--- config.mk ---
export PLATFORM = sky130hd
export DESIGN_NAME = port_arbiter
export DESIGN_NICKNAME = d
export VERILOG_FILES = /design/src/rtl/port_arbiter.sv
export SDC_FILE = /design/constraint.sdc
export NUM_CORES = 1
export LEC_CHECK = 0
export BUFFER_PORTS_ARGS = -buffer_cell sky130_fd_sc_hd__buf_4
export CAP_MARGIN = 20
export CORE_ASPECT_RATIO = 0.8
export CORE_UTILIZATION = 54
export DETAILED_ROUTE_END_ITERATION = 10
export PLACE_DENSITY = 0.91
export SLEW_MARGIN = 10
export SYNTH_ARGS = -nofsm -noshare
export SYNTH_HDL_FRONTEND = slang
export SYNTH_SLANG_ARGS = --single-unit
--- constraint.sdc ---
create_clock -name clk -period 2.7 [get_ports clk]
set_input_delay 0.54 -clock clk [delete_from_list [all_inputs] [get_ports clk]]
set_output_delay 0.54 -clock clk [all_outputs]
set_load 0.02 [all_outputs]
--- src/rtl/port_arbiter.sv ---
// Two-requester round-robin command sequencer in front of the GPIO port block.
// Each accepted command runs IDLE -> EXEC (single strobe) -> RESP (single response pulse).
module port_arbiter #(
   parameter int DATA_W = 8
) (
   input  logic              clk,
   input  logic              rst,
   input  logic              req0_valid,
   output logic              req0_ready,
   input  logic [2:0]        req0_op,
   input  logic [1:0]        req0_port,
   input  logic [2:0]        req0_bit,
   input  logic [DATA_W-1:0] req0_data,
   input  logic              req1_valid,
   output logic              req1_ready,
   input  logic [2:0]        req1_op,
   input  logic [1:0]        req1_port,
   input  logic [2:0]        req1_bit,
   input  logic [DATA_W-1:0] req1_data,
   output logic              rsp0_valid,
   output logic [DATA_W-1:0] rsp0_data,
   output logic              rsp0_err,
   output logic              rsp1_valid,
   output logic [DATA_W-1:0] rsp1_data,
   output logic              rsp1_err,
   output logic [DATA_W-1:0] p_dane,
   output logic [1:0]        p_nr_ddr,
   output logic [1:0]        p_nr_port,
   output logic [1:0]        p_nr_pin,
   output logic              p_wr_ddr,
   output logic              p_wr_port,
   input  logic [DATA_W-1:0] p_pin,
   output logic              busy
);

   typedef enum logic [1:0] {S_IDLE, S_EXEC, S_RESP} state_t;

   localparam logic [2:0] OP_WR_DDR  = 3'd0;
   localparam logic [2:0] OP_WR_PORT = 3'd1;
   localparam logic [2:0] OP_RD_PIN  = 3'd2;
   localparam logic [2:0] OP_SET_BIT = 3'd3;
   localparam logic [2:0] OP_CLR_BIT = 3'd4;
   localparam logic [2:0] OP_TGL_BIT = 3'd5;
   localparam logic [2:0] OP_RD_PORT = 3'd6;

   state_t            state_q, state_d;
   logic              ptr_q, ptr_d;       // 1 = req1 wins a tie
   logic              owner_q, owner_d;
   logic [2:0]        op_q, op_d;
   logic [1:0]        port_q, port_d;
   logic [2:0]        bit_q, bit_d;
   logic [DATA_W-1:0] data_q, data_d;
   logic [DATA_W-1:0] rsp_data_q, rsp_data_d;
   logic              rsp_err_q, rsp_err_d;
   logic [DATA_W-1:0] shadow_q [3];

   logic              grant0, grant1, illegal, shadow_we;
   logic [DATA_W-1:0] cur_shadow, bit_mask, new_val;

   assign grant0  = req0_valid && (!req1_valid || !ptr_q);
   assign grant1  = req1_valid && !grant0;
   assign illegal = (port_q == 2'd3) || (op_q == 3'd7);
   assign bit_mask = DATA_W'(1) << bit_q;

   always_comb begin
      cur_shadow = '0;
      for (int i = 0; i < 3; i++) begin
         if (port_q == 2'(i)) cur_shadow = shadow_q[i];
      end
   end

   // Value driven to the PORT register for word writes and read-modify-write bit ops.
   always_comb begin
      case (op_q)
         OP_SET_BIT: new_val = cur_shadow | bit_mask;
         OP_CLR_BIT: new_val = cur_shadow & ~bit_mask;
         OP_TGL_BIT: new_val = cur_shadow ^ bit_mask;
         default:    new_val = data_q;
      endcase
   end

   always_comb begin
      state_d    = state_q;
      ptr_d      = ptr_q;
      owner_d    = owner_q;
      op_d       = op_q;
      port_d     = port_q;
      bit_d      = bit_q;
      data_d     = data_q;
      rsp_data_d = rsp_data_q;
      rsp_err_d  = rsp_err_q;
      req0_ready = 1'b0;
      req1_ready = 1'b0;
      p_dane     = '0;
      p_nr_ddr   = '0;
      p_nr_port  = '0;
      p_nr_pin   = '0;
      p_wr_ddr   = 1'b0;
      p_wr_port  = 1'b0;
      shadow_we  = 1'b0;
      case (state_q)
         S_IDLE: begin
            if (grant0 || grant1) begin
               req0_ready = grant0;
               req1_ready = grant1;
               owner_d    = grant1;
               ptr_d      = grant0;
               op_d       = grant1 ? req1_op   : req0_op;
               port_d     = grant1 ? req1_port : req0_port;
               bit_d      = grant1 ? req1_bit  : req0_bit;
               data_d     = grant1 ? req1_data : req0_data;
               state_d    = S_EXEC;
            end
         end
         S_EXEC: begin
            state_d    = S_RESP;
            rsp_err_d  = illegal;
            rsp_data_d = '0;
            if (!illegal) begin
               case (op_q)
                  OP_WR_DDR: begin
                     p_nr_ddr   = port_q;
                     p_dane     = data_q;
                     p_wr_ddr   = 1'b1;
                     rsp_data_d = data_q;
                  end
                  OP_WR_PORT, OP_SET_BIT, OP_CLR_BIT, OP_TGL_BIT: begin
                     p_nr_port  = port_q;
                     p_dane     = new_val;
                     p_wr_port  = 1'b1;
                     shadow_we  = 1'b1;
                     rsp_data_d = new_val;
                  end
                  OP_RD_PIN: begin
                     p_nr_pin   = port_q;
                     rsp_data_d = p_pin;
                  end
                  OP_RD_PORT: rsp_data_d = cur_shadow;
                  default: ;
               endcase
            end
         end
         default: state_d = S_IDLE;
      endcase
      // A reset landing mid-command must not leave a stray write or grant behind.
      if (rst) begin
         req0_ready = 1'b0;
         req1_ready = 1'b0;
         p_wr_ddr   = 1'b0;
         p_wr_port  = 1'b0;
      end
   end

   always_ff @(posedge clk) begin
      if (rst) begin
         state_q    <= S_IDLE;
         ptr_q      <= 1'b0;
         owner_q    <= 1'b0;
         op_q       <= '0;
         port_q     <= '0;
         bit_q      <= '0;
         data_q     <= '0;
         rsp_data_q <= '0;
         rsp_err_q  <= 1'b0;
         for (int i = 0; i < 3; i++) shadow_q[i] <= '0;
      end else begin
         state_q    <= state_d;
         ptr_q      <= ptr_d;
         owner_q    <= owner_d;
         op_q       <= op_d;
         port_q     <= port_d;
         bit_q      <= bit_d;
         data_q     <= data_d;
         rsp_data_q <= rsp_data_d;
         rsp_err_q  <= rsp_err_d;
         for (int i = 0; i < 3; i++) begin
            if (shadow_we && port_q == 2'(i)) shadow_q[i] <= new_val;
         end
      end
   end

   assign rsp0_valid = (state_q == S_RESP) && !owner_q && !rst;
   assign rsp1_valid = (state_q == S_RESP) &&  owner_q && !rst;
   assign rsp0_data  = rsp0_valid ? rsp_data_q : '0;
   assign rsp1_data  = rsp1_valid ? rsp_data_q : '0;
   assign rsp0_err   = rsp0_valid && rsp_err_q;
   assign rsp1_err   = rsp1_valid && rsp_err_q;
   assign busy       = (state_q != S_IDLE);

endmodule

After elaboration in Yosys (flattened, before gate mapping)
Memory sizes are Yosys's and may differ from the RTL's.
Cells that the tools add are included.
Widths: inputs -> output; s select.
{ "classes": {"n_eq_ne": 13, "shift": 1, "n_mux": 54, "n_bitwise": 7, "n_reduce_logical": 25} }
{ "op_table": {"columns": ["operator", "count"], "rows": [
  ["$mux 8", 12],
  ["$pmux 8 s4", 1],
  ["$mux 1", 25],
  ["$pmux 8 s3", 1],
  ["$mux 2", 11],
  ["$pmux 8 s2", 1],
  ["$eq 3x3->1 const B", 4],
  ["$logic_and 1x1->1", 11],
  ["$and 8x8->8", 1],
  ["$not 8->8", 1],
  ["$or 8x8->8", 1],
  ["$shl 1x3->8 const A", 1],
  ["$xor 8x8->8", 1],
  ["$eq 2x2->1 const B", 3],
  ["$eq 3x2->1 const B", 2],
  ["$mux 3", 2],
  ["$logic_not 1->1", 5],
  ["$eq 2x1->1 const B", 2],
  ["$logic_not 2->1", 2],
  ["$pmux 2 s2", 1],
  ["$reduce_or 4->1", 1],
  ["$eq 3x1->1 const B", 1],
  ["$logic_not 3->1", 1],
  ["$logic_or 1x1->1", 3],
  ["other kinds (4)", 6]
]} }
{ "totals": {"register_bits": 29, "mem_bits_rw": 24, "input_bits": 44, "out_inout_bits": 39, "elab_cells": 110, "mem_count": 1} }
{ "mem_list": {"columns": ["memory", "words", "width", "read_ports", "rd_clocked_by_memory_dff", "wr", "line_no", "rtl"], "rows": [
  ["shadow_q", 3, 8, 3, 0, 3, "55", "logic [DATA_W-1:0] shadow_q [3];"]
]} }

Depth between registers and ports, before layout
Gate-level depths: netlist (run 1).
{ "depth": {"ltp_word": 10, "mapped_depth": 9, "mapped_depth_nobuf": 7} }

Worst setup path before layout (run 1)
OpenSTA, ideal clock, no wires.
{ "synth_path": {"path_type": "flip-flop to output port", "start": "register bit_q[1]", "end": "output port p_dane[2]", "arrival_time_ps": 1827, "required_time_ps": 2160, "path_slack_ps": 333, "stages_incl_launch_ff": 7, "path_buffers": 1, "path_cell_list": "dfxtp_1 clkbuf_1 or3b_2 ha_1 mux2i_1 a221oi_1 nor2_1"} }
{ "synth_via": {"elab_chain_len": 7, "word_cells_on_any_way": 9, "cone_classes": "1 x shift; 4 x mux; 4 x bitwise"} }
{ "synth_rtl": {"columns": ["item", "line_no", "rtl"], "rows": [
  ["from (decl)", "51", "logic [2:0] bit_q, bit_d;"],
  ["from (signal assigned)", "172", "bit_q <= bit_d;"],
  ["$shl 1x3->8 *", "63", "assign bit_mask = DATA_W'(1) << bit_q;"],
  ["$not 8->8", "76", "OP_CLR_BIT: new_val = cur_shadow & ~bit_mask;"],
  ["$and 8x8->8", "76", null],
  ["$pmux 8 s3 *", "74", "case (op_q)"],
  ["$pmux 8 s2 *", "120", "case (op_q)"],
  ["$mux 8 *", "119", "if (!illegal) begin"],
  ["$mux 8 *", "101", "case (state_q)"],
  ["to (decl)", "26", "output logic [DATA_W-1:0] p_dane,"]
]} }
Every way passes the cells marked *; elsewhere a longest branch is shown, timed or not.

Final worst setup path (run 1)
{ "layout_path": {"start": "register port_q[0]", "end": "output port p_dane[7]"} }
{ "layout_via": {"elab_chain_len": 9, "word_cells_on_any_way": 15, "cone_classes": "3 x eq/ne; 7 x mux; 3 x bitwise; 2 x reduce/logical"} }
{ "layout_rtl": {"columns": ["item", "line_no", "rtl"], "rows": [
  ["from (decl)", "50", "logic [1:0] port_q, port_d;"],
  ["from (signal assigned)", "171", "port_q <= port_d;"],
  ["$logic_not 2->1", "68", "if (port_q == 2'(i)) cur_shadow = shadow_q[i];"],
  ["$mux 8 (3 in series)", "68", null],
  ["$xor 8x8->8, or another cell as far along", "77", "OP_TGL_BIT: new_val = cur_shadow ^ bit_mask;"],
  ["$pmux 8 s3", "74", null],
  ["$pmux 8 s2", "120", null],
  ["$mux 8 *", "119", null],
  ["$mux 8 *", "101", null]
]} }
Marks and branches as above.

==> flow_summary.ini, run 1 <==
[placement]
port_buffers = 82
place_area_sq_mm = 0.00394
place_congestion = 0.926
hpwlAfterDp_mm = 6.26

[floorplan]
core_sq_mm = 0.00565
rows = 24
start_util_pct = 57.9
pin_count = 83
die_h_um = 71.6
die_x_um = 89.0
dieArea_sq_mm = 0.00637

[clock_tree]
cts_tree = done
cts_sinks = 53
clk_path_buf_depth = 2
cts_made_buffers = 5
ctsHoldBuffers = 0
root_buffer = clkbuf_8
htreeDepth = 2
clk_latency_ns = 0.31
clk_pin_slew_worst_paths_ns = 0.10

[routing]
detailedRoute.firstPassIterationCount = 6
vias_per_cell = 6.15
num_vias = 3117
wl_met1_mm = 3.87
drc = 0
routedWlPerCell_um = 19.0
top_layer_used = met4
antenna_left = 0
met2_length_mm = 4.61
drt_iter0_markers = 385
wl_met3_um = 851
wirelength_mm = 9.65

[grt]
antenna_found_initial = 0
grt_max_degree = 35
overflow = 0
grt_pass1_vias = 2915
grt.total_usage_pct = 28.7
grt_pass1_wl_mm = 13.9

[synthesis]
yosysTopAreaCell = edfxtp_1
avgSynthCellArea_sq_um = 9.36
synth_area_leaders = edfxtp_1, dfxtp_1, mux2i_1
yosys.area_share.simple_pct = 22.6
synth_cell_types = 40
synth_commonest_cells = nor2_1, dfxtp_1, mux2i_1
synth_compound_area_share_pct = 16.9
synth_xor_area_share_pct = 0
yosys.area_share.adder_pct = 6.13
synth-edff-count = 24
yosysWarningCount = 0
postSynthCellCount = 349
syn-cell-area_sq_mm = 0.00327
synth_ff_type = dfxtp_1
ys_seq_area_share_pct = 39.8
synth_top_family_by_area = simple AND/OR/NAND/NOR gates
syn_nets = 409
synth_top_area_share_pct = 22.1
yosysMostFrequentCell = nor2_1
ys_seq_elements = 53
async_flop_share_pct = 0
synthMuxAreaShare_pct = 7.97

[power]
ir_drop_uv = 350
p_per_area_mw_per_mm2 = 536
leakage_uw = 0.00183

[worst_setup_path]
regToRegSetupSlack_ns = 0.53
end_kind = output port
slowest_delay_ns = 0.43
critical-path-top-delay-family = compound AO/OA/AOI/OAI gates
start_kind = flip-flop
critical_path_arrival_ns = 2.25
r2r-start = port_q[0]
crit_buf_inv = 3
cpMaxStageDelayCell = dfxtp_4
path_cells = buf_12 > mux2i_1 > o2bb2ai_2 > ha_1 > a21oi_2 > a221oi_2 > buf_4 > nor2_4 > buf_6
r2r_cells = 9
rr_endpoint = rsp_data_q[7]
crit_type = flip-flop to output port
cp_data_required_time_ns = 2.16
crit_fanout = 5

[job]
cap_violations = 0

[sta]
worst_slack_ns = -0.0879
grt_setup_unrepaired = true
final_hold_viol_count = 0
fin_worst_hold_slack_ns = 0.509
worst_slew_pin_slew_ns = 0.767
fin_crit_ns = 2.79
slew_headroom_pct = 48.7
slew_viol_final = 0
fin_crit_sh_pct = 103
fin_skew_ns = 0.00450
setup_viol = 5
clock.fmax_mhz = 359

[layout]
final_cell_area_sq_mm = 0.00453
layout-drive-gt1-share_pct = 41.7
nets = 488
post-route-util_pct = 80.2
antenna_cells = 0
area_delta_synth_final_pct = 38.6

[outcome]
violations = setup timing
status = finished, violations left

[worst_hold_path]
min_from = rsp_data_q[7]
holdPathStages = 2
hold_class = flip-flop to flip-flop
holdPathEnd = rsp_data_q[7]
-- cell families after synthesis --
family                     count (synthesis)
muxes                                     26
DFF                                       53
adders and majority gates                 16
buffers and inverters                     46
AOI/OAI and AO/OA                         71
and+or+nand+nor                          137
-- final cells by class --
type	count	area, sq um
multi-input cells	250	2110
flip-flops and latches	53	1320
fillers	368	1120
repair buffers	104	812
well taps	78	97.6
clock buffers	5	68.8
clock inverters	3	68.8
inverters	14	52.6
-- cell usage in the layout (no fill, tap or decap), drive strengths merged --
cell	n
and3b	1
or2	3
o21ai	10
o21bai	3
a21o	2
nor3	13
ha	16
and3	1
or3	2
nand2b	6
bufinv	2
dfxtp	29
nor3b	10
clkbuf	6
inv	15
a2111oi	1
nor4b	2
edfxtp	24
a211oi	16
nand3	2
o2bb2ai	8
nor2b	2
or3b	2
nand2	21
a222oi	8
buf	103
a221oi	17
nor4	1
mux2i	26
nor2	51
and2	17
a21oi	6
nand3b	3
-- flip-flops by register name, summed over array words and instances (netlist names) --
signal      flops
bit_q           3
rsp_err_q       1
port_q          2
op_q            3
ptr_q           1
data_q          8
owner_q         1
rsp_data_q      8
shadow_q       24
state_q         2
-- through the flow --
| step | setup slack [ns] | std cells | power, uW | TNS (ns) |
|---|---|---|---|---|
| 6_report | -0.0879 | 507 | 2430 | -0.202 |
| 5_1_grt | -0.129 | 507 | 2530 | -0.641 |
| 3_3_place_gp | 0.191 | 491 | 1550 | 0 |
| 4_1_cts | 0.00409 | 500 | 2240 | 0 |
| 2_1_floorplan | 0.333 | 349 | 1380 | 0 |
| 3_5_place_dp | 0.101 | 491 | 1570 | 0 |
-- how the worst max path moves through the flow --
stage	cells past startpoint	start	to	slack, ns
2_1_floorplan	6	bit_q[1]	p_dane[2]	0.33
3_3_place_gp	8	port_q[0]	p_dane[2]	0.19
3_5_place_dp	8	port_q[0]	p_dane[6]	0.10
4_1_cts	8	port_q[0]	p_dane[5]	0.004
5_1_grt	9	port_q[0]	p_dane[7]	-0.13
6_report	9	port_q[0]	p_dane[7]	-0.09
-- routing by layer --
layer / track usage (%) / up-vias
li1: - / 1426
met1: 37.6 / 1454
met2: 45.7 / 199
met3: 6.11 / 38
met4: 13.2 / 0
met5: 0 / -
-- repair_timing --
action / in CTS / in global routing
gates cloned: 0 / 2
endpoints found under the hold margin: 0 / 0
setup buffers: 1 / 5
resized for setup: 13 / 58
endpoints found under the setup margin: 8 / 8
pin swaps: 3 / 23
-- tightest hold or removal path, cell delays in order, from the launching register on --
cell	delay, ns
dfxtp_1	0.34
nand2_1	0.06
a221oi_1	0.06
-- report_power, final --
part | leakage, uW | total (uW) | switching, uW | internal (uW)
Sequential | 0.000490 | 985 | 80.0 | 905
Combinational | 0.00127 | 795 | 440 | 354
Clock | 0.0000687 | 649 | 276 | 373
No activity file was read; power rests on OpenSTA's default activity.
==> run 2, diff against run 1 <==
--- a/config.mk
+++ b/config.mk
@@ -11,7 +11,8 @@
 export CORE_UTILIZATION = 54
 export DETAILED_ROUTE_END_ITERATION = 10
 export PLACE_DENSITY = 0.91
-export SLEW_MARGIN = 10
+export SETUP_SLACK_MARGIN = 0.5
+export SLEW_MARGIN = 20
 export SYNTH_ARGS = -nofsm -noshare
 export SYNTH_HDL_FRONTEND = slang
 export SYNTH_SLANG_ARGS = --single-unit
==> flow_summary.ini, run 2 (synthesis results as in run 1) <==
[clock_tree]
clk_pin_slew_worst_paths_ns = 0.10
root_buffer = clkbuf_8
cts_sinks = 53
cts_made_buffers = 5
cts_tree = done
clk_path_buf_depth = 2
htreeDepth = 2
clk_latency_ns = 0.31

[routing]
vias_per_cell = 6.21
drt_iter0_markers = 453
detailedRoute.firstPassIterationCount = 6
routedWlPerCell_um = 19.5
num_vias = 3178
drc = 0
antenna_left = 0
wirelength_mm = 10.0

[grt]
grt_pass1_vias = 2980
overflow = 0
grt_pass1_wl_mm = 14.4
grt.total_usage_pct = 30.1
antenna_found_initial = 0
grt_max_degree = 35

[layout]
final_common_cell = buf_4
antenna_cells = 0
largestRegisters = shadow_q: 24 flops, data_q: 8 flops, rsp_data_q: 8 flops
final_cell_mix = buf_4, nor2_1, edfxtp_1
largest_reg_flops = 24
post-route-util_pct = 80.1
area_delta_synth_final_pct = 38.4
fin_cells = 512
nets = 493
layout-drive-gt1-share_pct = 44.0
regMostFlops = shadow_q

[worst_hold_path]
holdPathStages = 2
min_from = rsp_err_q
holdPathEnd = rsp_err_q
hold_class = flip-flop to flip-flop

[sta]
grt_setup_unrepaired = true
fin_worst_hold_slack_ns = 0.521
worst_slack_ns = -0.0623
worst_slew_pin_slew_ns = 0.894
final_hold_viol_count = 0
fin_crit_ns = 2.76
slew_headroom_pct = 40.2
setup_viol = 4
clock.fmax_mhz = 362
fin_skew_ns = 0.0116
fin_crit_sh_pct = 102
slew_viol_final = 0

[placement]
port_buffers = 82
dpl_worst_slack_ns = 0.127
hpwlAfterDp_mm = 6.30
dpl.cell_count = 490
place_congestion = 0.895

[power]
leakage_uw = 0.00184
totalPowerFinal_uw = 2290
pwr-share-seq_pct = 43.0
p_sw_share_pct = 34.7
p_sw_uw = 794
ir_drop_uv = 343
p_comb_share_pct = 34.8
p_int_uw = 1490
p_clk_share_pct = 22.2
p_per_area_mw_per_mm2 = 506

[floorplan]
die_x_um = 89.0
rows = 24
pin_count = 83
die_h_um = 71.6
start_util_pct = 57.9
dieArea_sq_mm = 0.00637
core_sq_mm = 0.00565

[worst_setup_path]
regToRegSetupSlack_ns = 0.49
rr_endpoint = rsp_data_q[0]
end_kind = output port
crit_type = flip-flop to output port
start_kind = flip-flop
r2r_cells = 8
critical_path_arrival_ns = 2.22
cp_data_required_time_ns = 2.16
r2r-start = bit_q[0]
crit_fanout = 6

[outcome]
status = finished, violations left
violations = setup timing

[job]
cap_violations = 0
==> run 2: changes by cell type in the layout (fill, tap and decap cells not counted), moves of 3 or more <==
cell / before / now
a21oi_1: 0 / 4
a21oi_2: 6 / 2
buf_6: 1 / 6
dfxtp_1: 24 / 21
ha_4: 5 / 2
mux2i_4: 5 / 2
nor2_1: 44 / 39
nor2_2: 5 / 11
==> run 2: layout make-up <==
class                      instances  area (sq um)
multi-input combinational        252          2080
sequential                        53          1320
fill                             365          1120
timing repair buffer             107           863
tap                               78          97.6
clock buffer                       7          96.3
inverter                          14          52.6
clock inverter                     1          8.76
==> run 2: timing repair <==
item,4_1_cts,5_1_grt
cloned,1,2
gates resized for setup,43,29
setup endpoints to repair,11,35
pin swaps,9,13
endpoints found under the hold margin,0,0
buffers inserted,8,3
hold buffers,0,0
==> run 2: critical path, stage by stage, from the launching register on <==
cell and delay (ns):
dfxtp_4 0.39, buf_8 0.14, mux2i_2 0.24, o2bb2ai_2 0.12
ha_1 0.32, mux2i_2 0.21, a221oi_2 0.11, nor2_2 0.23
buf_6 0.15
==> run 2: worst max-delay path by stage <==
stage	startpoint	endpoint
global route	port_q[0]	p_dane[0]
global placement	port_q[0]	p_dane[0]
finish	port_q[0]	p_dane[2]
detailed placement	port_q[0]	p_dane[0]
floorplan	bit_q[1]	p_dane[2]
CTS	port_q[0]	p_dane[2]
==> run 2: power by group through the flow <==
| stage | Sequential [uW] | Clock, uW | Combinational, uW |
|---|---|---|---|
| after detailed placement | 979 | 0 | 605 |
| after global routing | 989 | 543 | 849 |
| after floorplan | 946 | 0 | 449 |
| after global placement | 976 | 0 | 578 |
| after CTS | 970 | 500 | 695 |
| final | 984 | 508 | 797 |
==> run 2: layer usage <==
metal | share of wire, % | wire (um) | GRT usage, % | up-vias
met5 | 0 | 0 | 0 | -
met4 | 3.0 | 303 | 12.0 | 0
met3 | 11 | 1120 | 10.4 | 47
met2 | 45 | 4540 | 48.0 | 243
met1 | 40 | 4030 | 37.5 | 1438
li1 | - | - | - | 1450
==> run 2: per-stage QoR <==
stage          TNS, ns  cell area, sq um
2_1_floorplan        0              3320
3_3_place_gp         0              3960
3_5_place_dp         0              3960
4_1_cts              0              4320
5_1_grt         -0.607              4520
6_report        -0.132              4520
